<file path="config.mk">
export PLATFORM = sky130hd
export DESIGN_NAME = q_capture
export DESIGN_NICKNAME = d
export VERILOG_FILES = /design/src/rtl/q_capture.sv
export SDC_FILE = /design/constraint.sdc
export NUM_CORES = 1
export LEC_CHECK = 0
export ABC_AREA = 0
export CAP_MARGIN = 25
export CORE_UTILIZATION = 30
export DETAILED_ROUTE_END_ITERATION = 8
export GPL_ROUTABILITY_DRIVEN = 0
export PLACE_DENSITY = 0.53
export SETUP_SLACK_MARGIN = 0.5
export SYNTH_ARGS = -nofsm -noshare
export SYNTH_HDL_FRONTEND = slang
export SYNTH_HIERARCHICAL = 1
export SYNTH_SLANG_ARGS = --single-unit
</file>
<file path="constraint.sdc">
create_clock -name clk -period 4.85 [get_ports clk]
set_input_delay 0.485 -clock clk [delete_from_list [all_inputs] [get_ports clk]]
set_output_delay 0.485 -clock clk [all_outputs]
set_load 0.03 [all_outputs]
</file>
<file path="src/rtl/q_capture.sv">
// Captures one WIDTH-bit q_out word per all-ack completion into a 2-deep FIFO on a valid/ready port.
// Latency 1 clk capture->m_valid; stall while full, a word pushed while full with no pop is dropped (err_overrun).

module q_fifo #(
  parameter int W     = 8,
  parameter int DEPTH = 2
) (
  input  logic         clk,
  input  logic         rst,
  input  logic         push,
  input  logic [W-1:0] in_dat,
  input  logic         pop,
  output logic [W-1:0] head_dat,
  output logic         empty,
  output logic         full,
  output logic         push_drop
);
  localparam int AW = (DEPTH > 1) ? $clog2(DEPTH) : 1;
  localparam int CW = $clog2(DEPTH + 1);
  localparam logic [AW-1:0] LAST = AW'(DEPTH - 1);
  localparam logic [CW-1:0] CMAX = CW'(DEPTH);

  logic [W-1:0]  mem_q [DEPTH];
  logic [W-1:0]  mem_d [DEPTH];
  logic [AW-1:0] rd_ptr_q, rd_ptr_d, wr_ptr_q, wr_ptr_d;
  logic [CW-1:0] count_q, count_d;
  logic          do_push, do_pop;

  assign empty    = (count_q == '0);
  assign full     = (count_q == CMAX);
  assign head_dat = mem_q[rd_ptr_q];

  // A pop on the same edge frees the slot, so a push into a full FIFO still lands.
  assign do_pop    = pop && !empty;
  assign do_push   = push && (!full || do_pop);
  assign push_drop = push && !do_push;

  always_comb begin
    mem_d    = mem_q;
    rd_ptr_d = rd_ptr_q;
    wr_ptr_d = wr_ptr_q;
    count_d  = count_q;
    if (do_push) begin
      mem_d[wr_ptr_q] = in_dat;
      wr_ptr_d        = (wr_ptr_q == LAST) ? '0 : wr_ptr_q + 1'b1;
    end
    if (do_pop) begin
      rd_ptr_d = (rd_ptr_q == LAST) ? '0 : rd_ptr_q + 1'b1;
    end
    case ({do_push, do_pop})
      2'b10:   count_d = count_q + 1'b1;
      2'b01:   count_d = count_q - 1'b1;
      default: count_d = count_q;
    endcase
  end

  always_ff @(posedge clk or posedge rst) begin
    if (rst) begin
      for (int i = 0; i < DEPTH; i++) mem_q[i] <= '0;
      rd_ptr_q <= '0;
      wr_ptr_q <= '0;
      count_q  <= '0;
    end else begin
      for (int i = 0; i < DEPTH; i++) mem_q[i] <= mem_d[i];
      rd_ptr_q <= rd_ptr_d;
      wr_ptr_q <= wr_ptr_d;
      count_q  <= count_d;
    end
  end
endmodule

module q_capture #(
  parameter int WIDTH   = 8,
  parameter int TIMEOUT = 15
) (
  input  logic             clk,
  input  logic             rst,
  input  logic [WIDTH-1:0] q_out,
  input  logic [WIDTH-1:0] q_ack,
  output logic [WIDTH-1:0] m_data,
  output logic             m_valid,
  input  logic             m_ready,
  output logic             stall,
  output logic             err_overrun,
  output logic             err_timeout
);
  localparam logic [0:0] S_WAIT = 1'b0;
  localparam logic [0:0] S_HELD = 1'b1;
  localparam logic [7:0] TO_MAX = 8'(TIMEOUT);

  logic [0:0] state_q, state_d;
  logic [7:0] cnt_q, cnt_d;
  logic       err_timeout_q, err_timeout_d;
  logic       err_overrun_q, err_overrun_d;
  logic       all_ack, any_ack;
  logic       push, pop, fifo_empty, fifo_full, push_drop;

  assign all_ack = &q_ack;
  assign any_ack = |q_ack;
  assign pop     = m_valid && m_ready;

  always_comb begin
    state_d       = state_q;
    cnt_d         = cnt_q;
    err_timeout_d = err_timeout_q;
    push          = 1'b0;
    case (state_q)
      S_WAIT: begin
        if (all_ack) begin
          push    = 1'b1;
          state_d = S_HELD;
          cnt_d   = '0;
        end else if (any_ack) begin
          // Saturate so a permanently stuck partial ack never wraps the counter.
          if (cnt_q != TO_MAX) cnt_d = cnt_q + 1'b1;
          if (cnt_d == TO_MAX) err_timeout_d = 1'b1;
        end else begin
          cnt_d = '0;
        end
      end
      S_HELD: begin
        cnt_d = '0;
        if (!any_ack) state_d = S_WAIT;
      end
      default: begin
        state_d = S_WAIT;
        cnt_d   = '0;
      end
    endcase
  end

  assign err_overrun_d = err_overrun_q || push_drop;

  always_ff @(posedge clk or posedge rst) begin
    if (rst) begin
      state_q       <= S_WAIT;
      cnt_q         <= '0;
      err_timeout_q <= 1'b0;
      err_overrun_q <= 1'b0;
    end else begin
      state_q       <= state_d;
      cnt_q         <= cnt_d;
      err_timeout_q <= err_timeout_d;
      err_overrun_q <= err_overrun_d;
    end
  end

  q_fifo #(.W(WIDTH), .DEPTH(2)) u_fifo (
    .clk       (clk),
    .rst       (rst),
    .push      (push),
    .in_dat    (q_out),
    .pop       (pop),
    .head_dat  (m_data),
    .empty     (fifo_empty),
    .full      (fifo_full),
    .push_drop (push_drop)
  );

  assign m_valid     = !fifo_empty;
  assign stall       = fifo_full;
  assign err_overrun = err_overrun_q;
  assign err_timeout = err_timeout_q;
endmodule
</file>
# --- Word-level counts from Yosys, hierarchy flattened ---
# Index checks and enable logic that the tools add are counted.
totals:
  out_inout_bits: 12
  word_cells: 61
  reg_bits: 31
  in_bits: 19
op_classes:
  n_lt_le_gt_ge: 3
  n_reduce_logical: 15
  muxes: 20
  addsub: 5
  n_eq_ne: 5
  n_bitwise: 4
ops:
  columns: ["op", "count"]
  rows:
  - ["$mux 8", 10]
  - ["$bwmux 16", 1]
  - ["$pmux 8 s2", 1]
  - ["$add 8x1->8 const B", 1]
  - ["$demux 8 s1", 1]
  - ["$eq 8x4->1 const B", 1]
  - ["$ne 8x4->1 const B", 1]
  - ["$reduce_and 8->1", 1]
  - ["$reduce_or 8->1", 1]
  - ["$logic_and 1x1->1", 5]
  - ["$mux 1", 5]
  - ["$eq 2x2->1 const B", 2]
  - ["$ge 2x2->1 const B", 2]
  - ["$not 1->2", 2]
  - ["$pmux 2 s2", 1]
  - ["$reduce_and 4->1", 1]
  - ["$logic_not 1->1", 3]
  - ["$add 1x1->1 const B", 2]
  - ["$add 2x1->2 const B", 1]
  - ["$eq 2x1->1 const B", 1]
  - ["$logic_not 2->1", 1]
  - ["$logic_or 1x1->1", 2]
  - ["$lt 2x1->1 const B", 1]
  - ["$not 1->1", 2]
  - ["3 further kinds", 3]

# --- Longest topological paths before layout ---
depth:
  word_depth: 9
  ltp_mapped: 6
  ltp_nobuf: 6

# --- Hierarchy ---
# The synthesis kept the hierarchy.
modules_own_cells:
  columns: ["module", "n_inst", "cells_per_inst", "area_each_um2"]
  rows:
  - ["q_fifo", 1, 70, 934.6]
  - ["q_capture", 1, 67, 608.1]

# --- Worst setup path before layout ---
# No wires, ideal clock.
synth_path:
  kind: "input port to flip-flop"
  startpoint: "input q_ack[2]"
  endpoint: "register u_fifo/mem_q[10] (netlist bit)"
  cell_stages: 6
  t_arrival_ns: 1.753
  path_buffers: 0
  setup_time_ns: 0.125
  required_time_ns: 4.725
  setup_slack_ns: 2.972
  cell_sequence: "and4_1 nand2_1 nor2_1 inv_1 nor3_4 mux2_2"
synth_via:
  elab_chain_len: 4
synth_rtl:
  columns: ["element", "line", "source"]
  rows:
  - ["start, declared", "79", "input logic [WIDTH-1:0] q_ack,"]
  - ["$reduce_and 8->1", "98", "assign all_ack = &q_ack;"]
  - ["$mux 1", "109", "if (all_ack) begin"]
  - ["$mux 1", "107", "case (state_q)"]
  - ["via push", "96", "logic push, pop, fifo_empty, fifo_full, push_drop;"]
  - ["$logic_and 1x1->1", "35", "assign do_push = push && (!full || do_pop);"]
  - ["end, declared", "23", "logic [W-1:0] mem_q [DEPTH];"]
# The timed path passes the listed nets, and every way through them passes these cells.
# A chain may end at the register's enable or synchronous reset.

# --- Final worst setup path ---
layout_path:
  startpoint: "input q_ack[6]"
  endpoint: "register u_fifo/mem_q[13] (netlist bit)"
# Same word-level chain as after synthesis.

==> out/qor.yml <==
cts_setup_buffers: 0
wirelength_mm: 3.088
synth-async-reset-ratio_pct: 100.0
layout_commonest_cell: "dfrtp_1"
grtUsageMet2_pct: 19.88
port_buffers: 30
arrival_ns: 2.53
path_class: "in -> reg"
grt_pass1_wl_mm: 4.995
end_kind: "flip-flop"
status: "finished clean"
relSlewSlack_pct: 50.93
dp_hpwl_mm: 2.246
setup_violations: 0
rsz0062_at_grt: "no"
start_util_pct: 31.82
period_share_pct: 48.90
die_area_sq_mm: 0.005433
ys_warn_count: 6
whs_ns: 0.4590
vias: 1118
synth_edf_count: 0
tightest_slew_ns: 0.7352
power.density_mw_per_mm2: 385.0
cp_slowest_cell: "clkdlybuf4s50_1"
r2r-start: "u_fifo/count_q[0]$_DFFE_PP0P_"
layout_min_cycle_time_ns: 2.372
synthAdderAreaFrac_pct: 0.8110
drtIter0Drc: 39
ir_drop_uv: 140.4
slowest_delay_ns: 0.49
h-tree-depth: 2
antenna_cells: 0
ys_ff_latch: 31
drv_cap: 0
avgSynthCellArea_sq_um: 11.26
finalHoldViolCount: 0
fp-row-count: 25
postRouteAntennaNets: 0
n_fill_cell: 471
skew_ns: 0.003335
cts_root_buffer: "clkbuf_8"
cts-resized-gates: 0
timing.rr.end: "u_fifo/mem_q[2]$_DFFE_PP0P_"
viasPerCell: 4.678
cts_max_path_buffers: 2
io_pins: 31
hp-start: "err_timeout$_DFFE_PP0P_"
cts_buffers: 5
antenna_found_initial: 0
yosys.area_share.simple_pct: 17.44
grt_usage_pct: 12.35
r2r_cells: 5
min_path_cells: 2
fmax_mhz: 421.6
fp.dieH_microns: 73.71
critical_path.startpoint_type: "input port"
mostFrequentLayoutCells: "31 x dfrtp_1, 30 x clkdlybuf4s50_1, 25 x mux2_2, 12 x nor2_1"
clk_latency_ns: 0.28
synth-compound-area-share_pct: 6.732
syn2layout_area_growth_pct: 31.63
path_max_fanout: 9
synth_mux_area_share_pct: 19.55
core_sq_mm: 0.004848
synth_xor_area_share_pct: 2.839
hp-class: "reg -> reg"
synth_area_sq_mm: 0.001543
tns_ns: 0
cts.sinks: 31
drive_gt1_share_pct: 22.67
drc: 0
leakage_nw: 0.9055
die_w_microns: 73.71
path_cells: "clkdlybuf4s50_1, and4_1, nand2_1, nor2_1, inv_1, nor3_4, mux2_2"
final_max_slew_viol_count: 0
cts.clk_slew.worst_paths_ns: 0.06
nNetsFinal: 191
drt_first_pass_iters: 6
tritoncts: "done"
postSynthCellCount: 137
finalPower_w: 0.0007818
ys_seq_area_share_pct: 50.28
synth_ff_type: "dfrtp_1"
synth_cell_types: 32
cts_hold_buf: 0
grt_max_degree: 21
grt_busiest_layer: "met2"
gr-usage-met1_pct: 15.31
grt_pass1_vias: 1109
synth_top_family_by_area: "multiplexers"
reg2reg_slack_ns: 2.77
wl_per_cell_microns: 12.92
holdPathEnd: "err_timeout$_DFFE_PP0P_"
overflow: 0
use_met3_pct: 3.841
crit_required_ns: 5.01
synth.net_count: 157
==> critical path: cells and delay by family <==
kind	cells	cell delay [ns]
buffers and inverters	2	0.65
multiplexers	1	0.39
AND/OR/NAND/NOR	4	0.99
==> worst max path at each step <==
| stage | cells after the start | end | startpoint | slack (ns) |
|---|---|---|---|---|
| 3_5_place_dp | 7 | u_fifo/mem_q[13]$_DFFE_PP0P_ | q_ack[6] | 2.21 |
| 6_report | 7 | u_fifo/mem_q[13]$_DFFE_PP0P_ | q_ack[6] | 2.48 |
| 4_1_cts | 2 | m_data[5] | u_fifo/rd_ptr_q$_DFFE_PP0P_ | 2.48 |
| 3_3_place_gp | 7 | u_fifo/mem_q[11]$_DFFE_PP0P_ | q_ack[2] | 2.28 |
| 2_1_floorplan | 6 | u_fifo/mem_q[10]$_DFFE_PP0P_ | q_ack[2] | 2.97 |
| 5_1_grt | 7 | u_fifo/mem_q[13]$_DFFE_PP0P_ | q_ack[6] | 2.33 |
==> synth_stat cells (2+ instances only) <==
cell type / number / area share, %
dfrtp_1: 31 / 50
nor2b_1: 3 / 1.2
nor2_1: 12 / 2.9
xnor2_1: 3 / 1.7
and4_1: 2 / 1.1
o21ai_0: 2 / 0.65
nand2_1: 9 / 2.2
xor2_1: 2 / 1.1
mux2i_1: 2 / 1.3
nand2b_1: 5 / 2.0
inv_1: 6 / 1.5
mux2_2: 25 / 18
a21oi_1: 9 / 2.9
nor3_1: 3 / 0.97
nand3_1: 4 / 1.3
nor4_1: 3 / 1.2
==> metrics by stage <==
step	worst slack, ns	cells	instance area, sq um	utilization (%)
3_5_place_dp	2.212	231	1913	39.46
3_3_place_gp	2.279	231	1913	39.46
4_1_cts	2.479	239	2031	41.88
2_1_floorplan	2.972	137	1543	-
6_report	2.478	239	2031	41.88
5_1_grt	2.329	239	2031	41.88
==> kinds of logic (layout without fill, tap and decap cells) <==
group | after synthesis | after routing
flip-flops | 31 | 31
AND/OR/NAND/NOR | 48 | 48
AO/OA/AOI/OAI | 16 | 16
buffers and inverters | 9 | 44
adder cells (fa/ha/maj) | 1 | 1
multiplexers | 27 | 27
XOR/XNOR | 5 | 5
==> registers in the layout (all words and copies together), names as in the netlist <==
name	cells
state_q	1
u_fifo/count_q	2
err_timeout	1
u_fifo/mem_q	16
u_fifo/wr_ptr_q	1
err_overrun	1
u_fifo/rd_ptr_q	1
cnt_q	8
==> routing by layer <==
layer	part of all wire [%]	vias up
li1	-	551
met1	48	539
met2	47	26
met3	4.1	2
met4	0.81	0
met5	0	-
==> report_power, final <==
part	switching, W	leakage (nW)	internal [W]
logic	0.0000912	0.430	0.0000968
registers	0.0000463	0.414	0.000291
clock network	0.0000903	0.0612	0.000166
total	0.000228	0.906	0.000554
==> final cells by class <==
cell class	count	area, sq um	area share (%)
Sequential cell	31	775.7	38.20
Inverter	6	22.52	1.109
Clock inverter	2	35.03	1.725
Timing Repair Buffer	30	300.3	14.79
Tap cell	67	83.83	4.128
Multi-Input combinational cell	97	730.7	35.98
Clock buffer	6	82.58	4.067
(Power assumes the default switching activity.)
